$ cat src/rtl/halut_decoder_gather.sv
// Result gatherer for a bank of halut decoder sub-units. It accepts one result per cycle in ordered
// or round-robin order and queues each result, tagged with its M address, in a small output FIFO.
module halut_decoder_gather #(
   parameter int DecoderUnits = 16,
   parameter int ResultWidth  = 32,
   parameter int FifoDepth    = 4,
   parameter int OrderedMode  = 1,
   parameter int DecAddrWidth = $clog2(DecoderUnits)
) (
   input  logic                                  clk_i,
   input  logic                                  rst_i,
   input  logic                                  enable_i,
   input  logic                                  flush_i,
   input  logic [DecoderUnits*ResultWidth-1:0]   unit_result_i,
   input  logic [DecoderUnits-1:0]               unit_valid_i,
   output logic [DecoderUnits-1:0]               unit_ready_o,
   output logic [ResultWidth-1:0]                result_o,
   output logic [DecAddrWidth-1:0]               m_addr_o,
   output logic                                  valid_o,
   input  logic                                  ready_i,
   output logic [$clog2(FifoDepth+1)-1:0]        count_o,
   output logic                                  round_done_o
);

   localparam int CntWidth = $clog2(FifoDepth + 1);
   localparam int IdxWidth = $clog2(FifoDepth);
   localparam logic [DecAddrWidth-1:0] LastUnit  = DecAddrWidth'(DecoderUnits - 1);
   localparam logic [DecAddrWidth:0]   UnitCount = (DecAddrWidth + 1)'(DecoderUnits);
   localparam logic [IdxWidth-1:0]     LastSlot  = IdxWidth'(FifoDepth - 1);
   localparam logic [CntWidth-1:0]     FullCount = CntWidth'(FifoDepth);

   logic [ResultWidth-1:0]  unit_result [DecoderUnits];
   logic [DecAddrWidth-1:0] ptr_q;
   logic [CntWidth-1:0]     count_q;
   logic [IdxWidth-1:0]     rd_idx_q;
   logic [IdxWidth-1:0]     wr_idx_q;
   logic                    round_done_q;
   logic [ResultWidth-1:0]  mem_data [FifoDepth];
   logic [DecAddrWidth-1:0] mem_addr [FifoDepth];

   logic                    pop;
   logic                    space;
   logic                    accept_en;
   logic                    grant_valid;
   logic [DecAddrWidth-1:0] grant_idx;
   logic [DecAddrWidth:0]   cand;

   for (genvar x = 0; x < DecoderUnits; x++) begin : g_unpack
      assign unit_result[x] = unit_result_i[x*ResultWidth +: ResultWidth];
   end

   assign valid_o   = (count_q != '0);
   assign pop       = valid_o & ready_i;
   assign space     = (count_q != FullCount) | pop;
   assign accept_en = ~rst_i & enable_i & ~flush_i & space;

   // Ordered mode waits on the pointer; round-robin scans cyclically from it with explicit wrap.
   always_comb begin
      grant_valid = 1'b0;
      grant_idx   = ptr_q;
      cand        = '0;
      if (accept_en) begin
         if (OrderedMode != 0) begin
            grant_valid = unit_valid_i[ptr_q];
         end else begin
            for (int k = 0; k < DecoderUnits; k++) begin
               cand = {1'b0, ptr_q} + (DecAddrWidth + 1)'(k);
               if (cand >= UnitCount) cand = cand - UnitCount;
               if (!grant_valid && unit_valid_i[cand[DecAddrWidth-1:0]]) begin
                  grant_valid = 1'b1;
                  grant_idx   = cand[DecAddrWidth-1:0];
               end
            end
         end
      end
   end

   // NOTE: every output of an always_comb block gets a default first, so no latch is inferred.
   always_comb begin
      unit_ready_o = '0;
      if (grant_valid) unit_ready_o[grant_idx] = 1'b1;
   end

   // NOTE: state registers use non-blocking assignments so all of them update together on the edge.
   always_ff @(posedge clk_i) begin
      if (rst_i) begin
         ptr_q        <= '0;
         count_q      <= '0;
         rd_idx_q     <= '0;
         wr_idx_q     <= '0;
         round_done_q <= 1'b0;
      end else begin
         round_done_q <= (OrderedMode != 0) && grant_valid && (grant_idx == LastUnit);
         if (!enable_i || flush_i) begin
            ptr_q <= '0;
         end else if (grant_valid) begin
            ptr_q <= (grant_idx == LastUnit) ? '0 : grant_idx + DecAddrWidth'(1);
         end
         if (flush_i) begin
            count_q  <= '0;
            rd_idx_q <= '0;
            wr_idx_q <= '0;
         end else begin
            if (grant_valid) wr_idx_q <= (wr_idx_q == LastSlot) ? '0 : wr_idx_q + IdxWidth'(1);
            if (pop)         rd_idx_q <= (rd_idx_q == LastSlot) ? '0 : rd_idx_q + IdxWidth'(1);
            case ({grant_valid, pop})
               2'b10:   count_q <= count_q + CntWidth'(1);
               2'b01:   count_q <= count_q - CntWidth'(1);
               default: count_q <= count_q;
            endcase
         end
      end
   end

   // NOTE: the storage array is not reset; its contents only reach the outputs while valid_o is high.
   always_ff @(posedge clk_i) begin
      if (grant_valid) begin
         mem_data[wr_idx_q] <= unit_result[grant_idx];
         mem_addr[wr_idx_q] <= grant_idx;
      end
   end

   assign result_o     = valid_o ? mem_data[rd_idx_q] : '0;
   assign m_addr_o     = valid_o ? mem_addr[rd_idx_q] : '0;
   assign count_o      = count_q;
   assign round_done_o = round_done_q;

endmodule

$ cat config.mk
export PLATFORM = sky130hd
export DESIGN_NAME = halut_decoder_gather
export DESIGN_NICKNAME = d
export VERILOG_FILES = /design/src/rtl/halut_decoder_gather.sv
export SDC_FILE = /design/constraint.sdc
export NUM_CORES = 1
export LEC_CHECK = 0
export CAP_MARGIN = 25
export CORE_AREA = 2 2 228 230
export DETAILED_ROUTE_END_ITERATION = 10
export DIE_AREA = 0 0 230 232
export PLACE_DENSITY_LB_ADDON = 0.25
export REMOVE_ABC_BUFFERS = 1
export SYNTH_ARGS = -nofsm -noshare
export SYNTH_HDL_FRONTEND = slang
export SYNTH_SLANG_ARGS = --single-unit
$ cat constraint.sdc
create_clock -name clk_i -period 4 [get_ports clk_i]
set_clock_uncertainty 0.1 [all_clocks]
set_input_delay 0.4 -clock clk_i [delete_from_list [all_inputs] [get_ports clk_i]]
set_output_delay 0.4 -clock clk_i [all_outputs]
set_load 0.01 [all_outputs]
Word level (Yosys, flattened, before mapping). Memories as Yosys holds them, arrays and structs flattened. A register that Yosys moved wholly into a read port is not among the register bits. Cells that the tools add are included. Widths: inputs -> output; s select.

Bits in registers: 12. Bits in latches: 0. RAM bits: 144. Bits in read-only memories: 0. Input bits: 533. Output and inout bits: 57. Logic and storage cells: 58. Memories kept: 2.

Add/sub/neg operators: 5. $mul: 0. Divide/modulo/power cells: 0. Order comparisons: 3. Equal/unequal tests: 6. Shift operators: 0. Multiplexer cells: 21. Bitwise gates (word level): 8. Reduce and logical (&&, ||, !) cells: 8.

Memory list: mem_data (depth 4, bits a word 32, rd ports 1, clocked after memory_dff 1, write ports 1, line 38) `logic [ResultWidth-1:0] mem_data [FifoDepth];`; mem_addr (depth 4, bits a word 4, rd ports 1, clocked after memory_dff 1, write ports 1, line 39) `logic [DecAddrWidth-1:0] mem_addr [FifoDepth];`.

Operators with widths (number): $bmux 32 s4 (1); $mux 32 (3); $mux 16 (1); $mux 2 (6); $mux 4 (2); $eq 2x2->1 const B (3); $pmux 3 s2 (1); $ge 5x5->1 const B (1); $lt 4x5->1 const B (1); $mux 1 (5); $not 4->5 (1); $add 2x1->2 const B (2); $add 4x1->4 const B (1); $and 1x1->1 (4); $bmux 1 s4 (1); $demux 1 s4 (1); $eq 4x4->1 const B (1); $ge 4x1->1 const B (1); $reduce_or 2->1 (2); $add 3x1->3 const B (1); $ne 3x3->1 const B (1); $reduce_bool 3->1 (1); $sub 3x1->3 const B (1); $eq 2x1->1 const B (1); 6 further kinds (8).

Longest topological paths before layout.
Depth after elaboration: 7. Gate-level depth with buffers: 15. Depth with buffers taken out: 11.

Worst setup path after synthesis. No wires, ideal clock.

Path kind: register to register. Start: register ptr_q[1]. End: register count_q[2] (netlist: count_o[2]). Setup time: 0.070 ns. Arrival time: 2.752 ns. Required time: 3.830 ns. Slack: 1.078 ns. Stages on the path, launching flop included: 16. Path buffers: 4. Period minus slack after synthesis: 2.922 ns. Cell sequence: dfxtp_1 -> buf_4 -> buf_12 -> mux2i_1 -> mux4_2 -> nand2b_1 -> buf_6 -> and2_4 -> buf_6 -> inv_4 -> ha_1 -> inv_1 -> fa_1 -> xor2_1 -> or3_1 -> a21oi_1.

Cells in the longest elaborated chain, start to end: 5. Elaborated cells on any way between the ends: 7. Classes of those cells: 2 x eq/ne; 4 x mux; 1 x reduce/logical.

Ends and longest elaborated chain: start, declared (line 33) `logic [DecAddrWidth-1:0] ptr_q;`; start signal, assigned (line 97) `ptr_q <= (grant_idx == LastUnit) ? '0 : grant_idx + DecAddrWidth'(1);`; $bmux 1 s4 * (line 64) `grant_valid = unit_valid_i[ptr_q];`; $mux 1 (not written as such) * (line 64); $mux 1 * (line 62) `if (accept_en) begin`; $eq 2x1->1 / $eq 2x2->1 (equally long branches) (line 106) `case ({grant_valid, pop})`; $pmux 3 s2 / $reduce_bool 2->1 (equally long branches); end signal, assigned (line 107) `2'b10: count_q <= count_q + CntWidth'(1);`; end signal, assigned (line 108) `2'b01: count_q <= count_q - CntWidth'(1);`; end signal, assigned (line 109) `default: count_q <= count_q;`; end, declared (line 34) `logic [CntWidth-1:0] count_q;`.

Every way passes the cells marked *; elsewhere a longest branch is shown, timed or not. The select of a mux whose other input is x is not followed. A chain may end at the register's enable or synchronous reset.

Worst setup path in the final report.
Start: input enable_i. End: output unit_ready_o[15].

Cells in the longest elaborated chain, start to end: 5.

Ends and longest elaborated chain: start, declared (line 12) `input logic enable_i,`; $and 1x1->1 (3 in series) (line 55) `assign accept_en = ~rst_i & enable_i & ~flush_i & space;`; $mux 1 (line 62); $mux 16 (line 81) `if (grant_valid) unit_ready_o[grant_idx] = 1'b1;`; end, declared (line 16) `output logic [DecoderUnits-1:0] unit_ready_o,`.

Every way passes these cells.

==> impl_metrics.ini <==
[final_layout]
antennaDiodeCount = 0
drive_above_1_share_pct = 22.7
fin_nets = 1664
fillCellCount = 4931
mostFrequentLayoutCell = clkdlybuf4s50_1
layout_common_cells = clkdlybuf4s50_1, mux4_2, edfxtp_1, and2_1, nor2_1
multi_input_area_um2 = 5310
area_growth_pct = 70.7
fin_cells = 1813
fin_area_um2 = 17500
register_area_um2 = 4620
final_core_utilization_pct = 34.3

[setup_path]
worstPathArrival_ns = 2.86
cpPeakStageDelay_ns = 0.57
worstPathCellList = clkdlybuf4s50_1 > or3b_1 > a41oi_1 > and4_1 > and2_4 > inv_4 > nor2_1 > clkdlybuf4s50_1
worst_path_most_repeated_cell = clkdlybuf4s50_1
crit_required_ns = 3.50
path_max_fanout = 6
start_kind = input port
endpoint_kind = primary output
crit_path_top_delay_cell = clkdlybuf4s50_1
reg2reg_slack_ns = 0.95
crit_type = input port to primary output

[detailed_routing]
drc = 0
drt_iter0_drc = 218
ant_nets = 0
wl_per_cell_um = 20.2
dr.pass1.iters = 4
vias = 7923
vias_per_cell = 4.37
wirelength_mm = 36.6

[grt]
grt_max_degree = 79
gr-total-overflow = 0
grt_pass1_wl_mm = 53.5
grt_use_total_pct = 13.3
antenna_found_initial = 0
grt_pass1_vias = 8879

[clocking]
cts_tree = built
clkSinkCount = 158
htree_levels = 4
cts-resized-gates = 0
hold_buffers = 0
cts_buffers = 17
clockBufferDepth = 2
clockRootBuffer = clkbuf_16
cts.clk_slew.worst_paths_ns = 0.06
clk-insertion-delay-late_ns = 0.42
cts_setup_buffers = 0

[floorplan]
start_util_pct = 20.1
die_w_um = 230
core-area_um2 = 50900
die_area_um2 = 53400
row_count = 83
ioPinCount = 590
die_height_um = 232

[power]
p_leak_nw = 5.43
vdd_ir_drop_max_uv = 268
power_density_nw_per_um2 = 245

[synthesis]
ys_seq_area_share_pct = 45.0
netlist_area_um2 = 10200
synth_cell_types = 37
synthArstFlopShare_pct = 0
synth_seq_cells = 158
synth-edff-count = 144
avgSynthCellArea_um2 = 18.5
synthFlopType = edfxtp_1
synthCells = 554
yosysWarnings = 0

[timing]
setup_viol = 0
rsz0062_at_grt = false
max_freq_ghz = 0.298
relSlewSlack_pct = 43.6
worst_pin_slew_ns = 0.846
hold_viol_final = 0
timing.final.ws_setup_ns = 0.643
min_period_over_period_pct = 83.9
whs_ns = 0.414
slew_violations = 0
period_needed_ns = 3.36

[placed_design]
place_congestion = 0.799
port_buffers = 589
place_hpwl_mm = 28.0
dpl-instance-area_um2 = 16900
dp_cells = 1781
pre_cts_ws_ns = 0.649

[job]
maxCapViolations = 0

[run_status]
status = finished, final reports clean

[hold_path]
hold_path_class = register to register
-- synthesized netlist by cell type (all sizes together), types with 3 or more instances --
library cell  number  area (µm²)
mux4             197        4440
edfxtp           144        4320
and2              37         234
buf               28         181
clkbuf            28         105
nor2              25        93.8
dfxtp             14         280
nand2             12        45.0
ha                10         125
inv               10        40.1
mux2i              9        90.1
nand3              7        35.0
o31ai              5        37.5
a21oi              4        20.0
and3               4        25.0
nand4              3        18.8
-- metrics by stage --
step           TNS [ns]  power (mW)
2_1_floorplan  -1100.20        2.14
3_3_place_gp          0        2.71
3_5_place_dp          0        2.72
4_1_cts               0        4.35
5_1_grt               0        4.46
6_report              0        4.28
-- per-layer routing --
metal	global-route usage [%]	vias up	routed length (µm)
li1	-	3551	-
met1	15.3	4070	14200
met2	25.3	281	20100
met3	2.52	21	1860
met4	3.27	0	442
met5	0	-	0
-- area by class of cell --
cell class	instances	area share [%]
multi-input combinational	330	30.4
inverter	10	0.236
timing repair buffer	603	34.8
tap	680	4.87
sequential	158	26.4
clock buffer	18	2.46
clock inverter	14	0.838
-- sequential cells by signal (all words and copies together), names as in the netlist, named ones only --
signal,flops
ptr_q,4
mem_addr,16
wr_idx_q,2
rd_idx_q,2
round_done_o,1
count_o,3
mem_data,128
-- kinds of logic after synthesis --
| group | share of synthesized area, % |
|---|---|
| AO/OA/AOI/OAI | 1.08 |
| buffers and inverters | 3.19 |
| AND/OR/NAND/NOR | 4.96 |
| multiplexers | 44.2 |
| adder cells (fa/ha/maj) | 1.42 |
| XOR/XNOR | 0.171 |
| flip-flops | 45.0 |
-- report_power, final --
group | leakage, nW | internal, mW | total (mW) | switching, mW
Sequential | 1.40 | 1.81 | 1.82 | 0.00536
Clock | 0.277 | 0.881 | 1.61 | 0.725
Combinational | 3.76 | 0.654 | 0.848 | 0.195
-- worst max-delay path: cells and delay by family --
family / cells / cell delay [ns]
buffers and inverters: 3 / 1.08
AND/OR/NAND/NOR: 4 / 1.17
AO/OA/AOI/OAI: 1 / 0.21
-- final timing paths --
kind               from               end  depth (start not counted)
max            enable_i  unit_ready_o[15]                          8
min          count_o[2]        count_o[2]                          2
max reg2reg    ptr_q[3]        count_o[2]                         10
min reg2reg  count_o[2]        count_o[2]                          2
Power figures use the tool's default switching activity.
